**config.mk**
```make
export PLATFORM = sky130hd
export DESIGN_NAME = mem_access_stage
export DESIGN_NICKNAME = d
export VERILOG_FILES = /design/src/rtl/mem_access_stage_pkg.sv /design/src/rtl/mem_access_stage_timeout.sv /design/src/rtl/mem_access_stage.sv
export SDC_FILE = /design/constraint.sdc
export NUM_CORES = 1
export LEC_CHECK = 0
export CORE_MARGIN = 2
export CORE_UTILIZATION = 40
export DETAILED_ROUTE_END_ITERATION = 10
export PLACE_DENSITY = 0.81
export REMOVE_ABC_BUFFERS = 1
export SLEW_MARGIN = 40
export SYNTH_ARGS = -nofsm -noshare
export SYNTH_HDL_FRONTEND = slang
export SYNTH_SLANG_ARGS = --single-unit
```
**constraint.sdc**
```tcl
create_clock -name clk -period 1.7 [get_ports clk]
set_clock_uncertainty 0.05 [all_clocks]
set_input_delay 0.255 -clock clk [delete_from_list [all_inputs] [get_ports clk]]
set_output_delay 0.255 -clock clk [all_outputs]
set_load 0.1 [all_outputs]
```
**src/rtl/mem_access_stage_pkg.sv**
```systemverilog
// Shared definitions for the MEM access stage: word width, FSM state
// encodings and a small address-alignment helper.
package mem_access_stage_pkg;

   localparam int WORD_LEN = 32;

   typedef enum logic [1:0] {
      IDLE = 2'd0,
      REQ  = 2'd1,
      DONE = 2'd2
   } state_t;

   function automatic logic isWordAligned(input logic [1:0] lowBits);
      return (lowBits == 2'b00);
   endfunction

endpackage

```
**src/rtl/mem_access_stage_timeout.sv**
```systemverilog
// Cycle counter bounding how long the MEM stage waits for a memory ack;
// expired is raised once the count reaches TIMEOUT.
module access_timeout_counter #(
   parameter int TIMEOUT = 255
) (
   input  logic clk,
   input  logic rst,
   input  logic clr,
   input  logic en,
   output logic expired
);

   localparam logic [7:0] LIMIT = 8'(TIMEOUT);

   logic [7:0] r_count;

   always_ff @(posedge clk) begin
      if (rst || clr) begin
         r_count <= 8'd0;
      end else if (en) begin
         r_count <= r_count + 8'd1;
      end
   end

   assign expired = (r_count == LIMIT);

endmodule

```
**src/rtl/mem_access_stage.sv**
```systemverilog
// MEM pipeline stage: turns EX/MEM load/store commands into a req/ack
// transaction, freezing upstream until the memory answers or times out.
module mem_access_stage
   import mem_access_stage_pkg::*;
#(
   parameter int WORD_LEN = mem_access_stage_pkg::WORD_LEN,
   parameter int TIMEOUT  = 255
) (
   input  logic                clk,
   input  logic                rst,
   input  logic                MEM_R_EN,
   input  logic                MEM_W_EN,
   input  logic [WORD_LEN-1:0] ALU_Result,
   input  logic [WORD_LEN-1:0] Store_Value,
   output logic                mem_req,
   output logic                mem_we,
   output logic [WORD_LEN-1:0] mem_addr,
   output logic [WORD_LEN-1:0] mem_wdata,
   input  logic                mem_ack,
   input  logic [WORD_LEN-1:0] mem_rdata,
   output logic                freeze,
   output logic [WORD_LEN-1:0] MEM_Result,
   output logic                mem_done,
   output logic                mem_err
);

   state_t r_state;

   logic w_anyEn;
   logic w_valid;
   logic w_illegal;
   logic w_launch;
   logic w_expired;

   assign w_anyEn   = MEM_R_EN | MEM_W_EN;
   assign w_valid   = (MEM_R_EN ^ MEM_W_EN) & isWordAligned(ALU_Result[1:0]);
   assign w_illegal = w_anyEn & ~w_valid;
   assign w_launch  = (r_state == IDLE) & w_valid;

   // Upstream only waits for accesses actually in flight; illegal commands pass through.
   assign freeze = w_launch | (r_state == REQ);

   // Counting starts on the launch cycle so expiry lands on the TIMEOUT-th request cycle.
   access_timeout_counter #(
      .TIMEOUT(TIMEOUT)
   ) u_timeout (
      .clk    (clk),
      .rst    (rst),
      .clr    (r_state == DONE),
      .en     (w_launch | (r_state == REQ)),
      .expired(w_expired)
   );

   always_ff @(posedge clk) begin
      if (rst) begin
         r_state    <= IDLE;
         mem_req    <= 1'b0;
         mem_we     <= 1'b0;
         mem_addr   <= '0;
         mem_wdata  <= '0;
         MEM_Result <= '0;
         mem_done   <= 1'b0;
         mem_err    <= 1'b0;
      end else begin
         mem_done <= 1'b0;
         unique case (r_state)
            IDLE: begin
               if (w_valid) begin
                  mem_addr  <= ALU_Result;
                  mem_wdata <= Store_Value;
                  mem_we    <= MEM_W_EN;
                  mem_req   <= 1'b1;
                  r_state   <= REQ;
               end else if (w_illegal) begin
                  mem_err <= 1'b1;
               end
            end
            REQ: begin
               // An ack on the expiry cycle still counts as a successful access.
               if (mem_ack) begin
                  mem_req  <= 1'b0;
                  mem_done <= 1'b1;
                  if (!mem_we) begin
                     MEM_Result <= mem_rdata;
                  end
                  r_state <= DONE;
               end else if (w_expired) begin
                  mem_req  <= 1'b0;
                  mem_err  <= 1'b1;
                  mem_done <= 1'b1;
                  r_state  <= DONE;
               end
            end
            DONE: begin
               r_state <= IDLE;
            end
            default: begin
               r_state <= IDLE;
               mem_req <= 1'b0;
            end
         endcase
      end
   end

endmodule

```
; ---- Word level (Yosys, flattened, before mapping)
; Cells that the tools add are included.
[classes]
muxes = 15
n_reduce_logical = 10
add_sub_neg = 1
n_bitwise = 10
n_eq_ne = 9
[op_table]
columns = operator, n
row1 = $mux 1, 9
row2 = $add 8x1->8 const B, 1
row3 = $eq 8x8->1 const B, 1
row4 = $ne 2x2->1 const B, 4
row5 = $mux 2, 3
row6 = $reduce_and 3->1, 2
row7 = $reduce_and 5->1, 1
row8 = $logic_not 2->1, 2
row9 = $not 1->1, 4
row10 = $pmux 2 s2, 1
row11 = $reduce_and 2->1, 2
row12 = $and 1x1->1, 3
row13 = $ne 3x2->1 const B, 1
row14 = $pmux 1 s3, 1
row15 = $eq 2x1->1 const B, 1
row16 = $eq 2x2->1 const B, 1
row17 = $ne 2x1->1 const B, 1
row18 = $or 1x1->1, 2
row19 = $pmux 1 s2, 1
row20 = $reduce_bool 2->1, 1
row21 = $reduce_or 2->1, 1
row22 = $logic_or 1x1->1, 1
row23 = $xor 1x1->1, 1
[totals]
regBits = 110
in_bits = 101

; ---- Depth between registers and ports, before layout
; Gate-level depths: netlist (run 1).
[logic_depth]
depth_word = 7
mapped_depth = 9
ltp_nobuf = 6

; ---- By module
; A second synthesis (run 1) with hierarchy kept.
[unflattened]
cells_unflattened = 509
area_unflattened_um2 = 4623.2
[modules_own_cells]
columns = mod, area_each_um2, n_inst, cells_each
row1 = mem_access_stage, 4267.8, 1, 469
row2 = access_timeout_counter, 355.3, 1, 40

; ---- Worst setup path before layout (run 1)
; OpenSTA, ideal clock, no wires.
[synth_timing]
kind = in2out
startpoint = input MEM_R_EN
endpoint = output freeze
path_slack_ps = -240
t_required_ps = 1395
arrival_ps = 1635
cell_stages = 5
path_cell_list = inv_1 ha_1 nor3b_4 o21ai_1 inv_1
[synth_between]
elab_chain_cells = 4
[synth_lines]
columns = item, line
row1 = from (decl), mem_access_stage.sv:11  ; input logic MEM_R_EN,
row2 = $xor 1x1->1, mem_access_stage.sv:36  ; assign w_valid = (MEM_R_EN ^ MEM_W_EN) & isWordAligned(ALU_Result[1:0]);
row3 = $and 1x1->1, mem_access_stage.sv:36
row4 = $and 1x1->1, mem_access_stage.sv:38  ; assign w_launch = (r_state == IDLE) & w_valid;
row5 = $or 1x1->1, mem_access_stage.sv:41  ; assign freeze = w_launch | (r_state == REQ);
row6 = to (decl), mem_access_stage.sv:21  ; output logic freeze,
; No other way between the ends.

; ---- Worst setup path in the final report (run 1)
; Ends and elaborated chain as after synthesis.

==> results of run 1 <==
## Yosys cell counts, types with 2 or more instances
cell type	count
buf_2	8
xor2_1	6
nand2_1	192
nor3b_1	2
nor4_1	3
buf_6	4
o2111ai_1	2
a21oi_1	98
clkbuf_1	20
and4_1	2
ha_1	2
and3_1	3
dfxtp_1	110
o211ai_1	3
inv_1	6
a311oi_1	2
nor2_1	10
## layer usage
metal  up-vias  wire (um)
li1       1981          -
met1      1931       4670
met2       134       7260
met3        25        613
met4         0        289
met5         -          0
## cell families (layout without fill, tap and decap cells)
group	after synthesis	count (layout)	synth area share [%]
and+or+nand+nor	219	219	22.6
DFF	110	110	55.8
AOI/OAI and AO/OA	109	109	14.5
buffers and inverters	39	244	4.82
xor gates and xnor gates	6	6	1.33
adders and majority gates	2	2	0.634
muxes	1	1	0.254
## through the flow
stage | worst slack, ns | std cells | utilization, % | TNS, ns
after floorplan | -0.775 | 453 | - | -59.24
after global placement | -0.324 | 802 | 73.6 | -21.54
after detailed placement | -0.448 | 802 | 73.6 | -27.12
after CTS | 0.0369 | 820 | 76.1 | 0
after global routing | 0.00686 | 824 | 77.2 | 0
final | 0.0733 | 824 | 77.2 | 0
## timing repair
action	in CTS	in global routing
setup buffers	2	1
endpoints found under the setup margin	19	6
gates cloned	0	3
resized for setup	4	7
pin swaps	2	1
## registers in the layout (all words and copies together) (netlist names)
| name | count |
|---|---|
| mem_addr | 32 |
| u_timeout.r_count | 8 |
| mem_err | 1 |
| r_state | 2 |
| mem_we | 1 |
| mem_done | 1 |
| mem_req | 1 |
| mem_wdata | 32 |
| MEM_Result | 32 |
## worst paths after layout
path | slack (ns) | startpoint | cells past startpoint | to
setup / recovery | 0.07 | MEM_R_EN | 7 | freeze
hold / removal | 0.07 | rst | 2 | mem_err
setup reg to reg | 0.13 | r_state[1] | 6 | u_timeout.r_count[7]
hold reg to reg | 0.45 | mem_wdata[12] | 2 | mem_wdata[12]
## critical path: stages
cell,delay [ns]
dlygate4sd2_1,0.19
inv_1,0.04
ha_1,0.26
nor3b_4,0.23
o21ai_2,0.10
inv_2,0.08
buf_12,0.17
## layout make-up
class,count,share of cell area [%]
multi-input combinational,337,21.0
clock buffer,10,1.84
sequential,110,29.5
clock inverter,6,1.22
tap,133,2.23
timing repair buffer,222,43.9
inverter,6,0.301
## report_power, final
group,leakage (uW),switching (uW),internal [uW]
clock network,0.000117,875,882
registers,0.000893,89.3,2660
logic,0.00178,835,610
==> metrics, run 1 <==
outcome=finished, final reports clean; cell taking the most area after synthesis=dfxtp_1; row count=36; final layout net count=789; VDD IR-drop max=approximately 500 uV; root buf cell=clkbuf_8; htree depth=3; M2 GR Usage=44.9%; Design Area, Final=7480 sq um; Clock transition at path regs=0.09 ns; All-Layer GR Usage=22.5%; Worst EP required=1.39 ns; Most used DFF post-synth=dfxtp_1; Routability Congestion=0.885; Rel. slew slack=between 60 and 70%; Die X=roughly 100 um; vias post-DR=4071; max_cap viols=0; register area=about 2200 sq um; later-pin clock latency in the skew report=0.35 ns; largest net degree at the start of global routing=55; Top Ports=between 200 and 250; LEAKAGE=0.00279 uW; Iter 0 DRT Violations=154; Power per Cell Area=796 nW/um^2; Total Wirelength=12800 um; RSZ-0062 raised after global routing=false; chip height=103 um; CP arrival=1.32 ns; Yosys reg bits=110; met1 Use GR=23.3%; Final Hold Viols=0; CP Max Fanout=2; DRT Pass-1 Iters=5; clk sinks=110; commonest non-fill, non-tap cells in the layout=nand2_1, dfxtp_1, buf_12; DRC=0; initial antenna violation count=0; die area=10700 sq um; final total power=5950 uW; startpoint types=input pin; Area after DPL=7130 sq um; post-synthesis cell area=approximately 3900 sq um; post-synthesis cell type count=30; Synth Warn #=0; Seq/Total Area, Yosys=55.8%; Fill cells=624; worst hold path type=input pin to flop; Final Setup Violations=0; fraction of layout cells with a size suffix above 1=21.4%; first-pass GRT wire length=18900 um; Max Root-Sink Buffers=2; antenna-violating nets left=0; CTS tree=done; minimum clock period=1.63 ns; dpl hpwl=9380 um; CP Class=input pin to output pin; share of the synthesized area in the top cell type=55.8%; Cells after Synth=486; Starting Density=40.7%; ant diodes=0; ys async rst share=0%; Routed WL per cell=around 16 um; most area-consuming cells after synthesis=dfxtp_1, nand2_1, a21oi_1; Post-synth EDFFs=0; Worst Max-Slew Pin Slew=roughly 0.5 ns; Area Overhead vs Synth=89.6%; # hold bufs at CTS=0; Worst Hold Slack=0.0734 ns; Vias/cell=4.94; Avg Inst Size Synth=8.11 sq um; period utilisation layout=a little over nine tenths; Port Buffer Count=201; fmax=615 MHz; core area=a little under 10000 sq um; most common cell after layout, fill and taps aside=nand2_1; vias in the first global route=3969; area of the multi-input gates=1570 sq um; max-slew violation count=0; GR peak layer=met2; CTS buffer count=9; met3 Use GR=3.70%; CP endpoint kind=output pin; gr ovfl total=0
(Power assumes the default switching activity.)
==> run 2, diff against run 1 <==
Settings changed: GPL_TIMING_DRIVEN from default to 0.
==> run 2 against run 1 <==
Compared with the run above: cell area shrank 22%; fmax shrank 0.85%; die area is the same; critical path type unchanged; count of clock-buffer cells in the layout grew 1.
==> metrics, run 2 (synthesis results as in run 1) <==
Max Root-Sink Buffers=2 (unchanged); Hold Crit Start=rst; worst hold path type=input pin to flop; worst r2r path cells=6 (unchanged); minimum clock period=1.64 ns (+0.0140 ns); Routed WL per cell=13.7 um (-12%); worst-case hold path end point=r_state[0]; DP Worst Slack=-0.831 ns (-0.383 ns); Worst Max-Slew Pin Slew=0.509 ns (+0.00277 ns); DRT Pass-1 Iters=6 (+1); Critical-path top delay cell=ha_1; LEAKAGE=0.00241 uW (-13%); CP Class=input pin to output pin; critical path's top delay family=buffers and inverters; first-pass GRT wire length=16500 um (-13%); Non-Filler Instances=812 (-1.5%); Largest regs=MEM_Result: 32 flops, mem_addr: 32 flops, mem_wdata: 32 flops; CTS tree=done; Worst EP required=1.39 ns (about the same); Final Setup Violations=0 (unchanged); ant diodes=0 (unchanged); final total power=5390 uW (-9.4%); chip height=103 um (unchanged); WP buf/inv=4 (unchanged); root buf cell=clkbuf_8; FF-to-FF End=MEM_Result[21]; CP arrival=1.34 ns (+0.02 ns); dpl cells=792 (-1.2%); hold path cells=2 (unchanged); Final Hold Viols=0 (unchanged); Routability Congestion=0.786 (-11%); dpl hpwl=7680 um (-18%); outcome=finished, final reports clean; Iter 0 DRT Violations=64 (-58%); later-pin clock latency in the skew report=0.36 ns (about the same); clk sinks=110 (unchanged); r2r setup slk=0.11 ns (-0.02 ns); startpoint types=input pin; CTS buffer count=9 (unchanged); htree depth=3 (unchanged); slowest stage delay, CP=0.26 ns (about the same); Starting Density=40.7% (unchanged); Power per Cell Area=925 nW/um^2 (+16%); Critical R2R Launch=r_state[0]; Area Overhead vs Synth=47.8%; Critical Path, Cell by Cell=dlygate4sd2_1 -> inv_1 -> ha_1 -> nor3b_4 -> o21ai_4 -> inv_2 -> buf_12; Port Buffer Count=201 (unchanged); Fill cells=868 (+39%); All-Layer GR Usage=19.6% (-2.9 points); Top Ports=202 (unchanged); VDD IR-drop max=427 uV (-14%); Clock transition at path regs=0.10 ns (about the same); max-slew violation count=0 (unchanged); period utilisation layout=96.5% (+0.82 points); CP endpoint kind=output pin; Total Wirelength=11100 um (-13%); most common cell after layout, fill and taps aside=nand2_1; vias in the first global route=3560 (-10%); initial antenna violation count=0 (unchanged); max_cap viols=0 (unchanged); final layout net count=777 (-1.5%); Vias/cell=4.73 (-4.2%); Die X=103 um (unchanged); antenna-violating nets left=0 (unchanged); Rel. slew slack=66.3% (about the same); commonest non-fill, non-tap cells in the layout=nand2_1, dfxtp_1, buf_2; CP Max Fanout=2 (unchanged); DRC=0 (unchanged); fraction of layout cells with a size suffix above 1=19.9% (-1.5 points); core area=9680 sq um (unchanged); CP Launch Point=MEM_R_EN; vias post-DR=3842 (-5.6%); gr ovfl total=0 (unchanged); slack of the critical path=0.0593 ns (-0.0140 ns); fmax=609 MHz (-0.85%); die area=10700 sq um (unchanged); largest net degree at the start of global routing=72 (+31%); row count=36 (unchanged); RSZ-0062 raised after global routing=false; Worst Hold Slack=0.165 ns (+0.0912 ns)
==> run 2: changes by cell type in the layout (fill, tap and decap cells not counted), sizes merged <==
cell | before | now
inv | 8 | 6
buf | 120 | 111
clkinv | 2 | 4
bufinv | 2 | 1
clkbuf | 13 | 11
==> run 2: cell type report <==
class | count | area (sq um) | share of cell area (%)
Tap cell | 133 | 166 | 2.86
Multi-Input combinational cell | 337 | 1580 | 27.1
Clock buffer | 11 | 131 | 2.25
Clock inverter | 5 | 50.0 | 0.859
Sequential cell | 110 | 2210 | 37.9
Inverter | 6 | 22.5 | 0.386
Timing Repair Buffer | 210 | 1670 | 28.7
==> run 2: how the worst max path moves through the flow <==
stage                   end  slack, ns  cells after the start
6_report             freeze       0.06                      7
5_1_grt              freeze       0.01                      7
4_1_cts              freeze       0.01                      7
3_5_place_dp         freeze      -0.83                      7
3_3_place_gp   mem_addr[17]      -2.15                      7
2_1_floorplan       mem_req      -0.77                      6
==> run 2: layer usage <==
| metal | vias up | global-route usage [%] | routed length [um] |
|---|---|---|---|
| li1 | 1954 | - | - |
| met1 | 1758 | 23.1 | 4810 |
| met2 | 109 | 34.6 | 5500 |
| met3 | 21 | 3.63 | 526 |
| met4 | 0 | 8.81 | 283 |
| met5 | - | 0 | 0 |
==> run 2: power by group <==
part	switching, uW	leakage, uW	internal [uW]	total (uW)
registers	43.4	0.000893	2660	2700
logic	815	0.00143	361	1180
clock network	841	0.0000968	674	1520
total	1700	0.00241	3690	5390
==> run 2: per-stage QoR <==
stage               cell area (sq um)  setup TNS [ns]  utilization (%)
finish                           5830               0             60.2
global route                     5830               0             60.2
CTS                              5810               0             60.0
detailed placement               5540          -53.21             57.2
global placement                 5950         -226.11             61.5
floorplan                        3780          -59.24                -
==> run 2: what timing repair did <==
| action | CTS | global route |
|---|---|---|
| endpoints found under the setup margin | 102 | 42 |
| pin swaps | 2 | 1 |
| gates cloned | 1 | 0 |
| resized for setup | 12 | 8 |
| hold buffers | 0 | 0 |
| setup buffers | 3 | 0 |
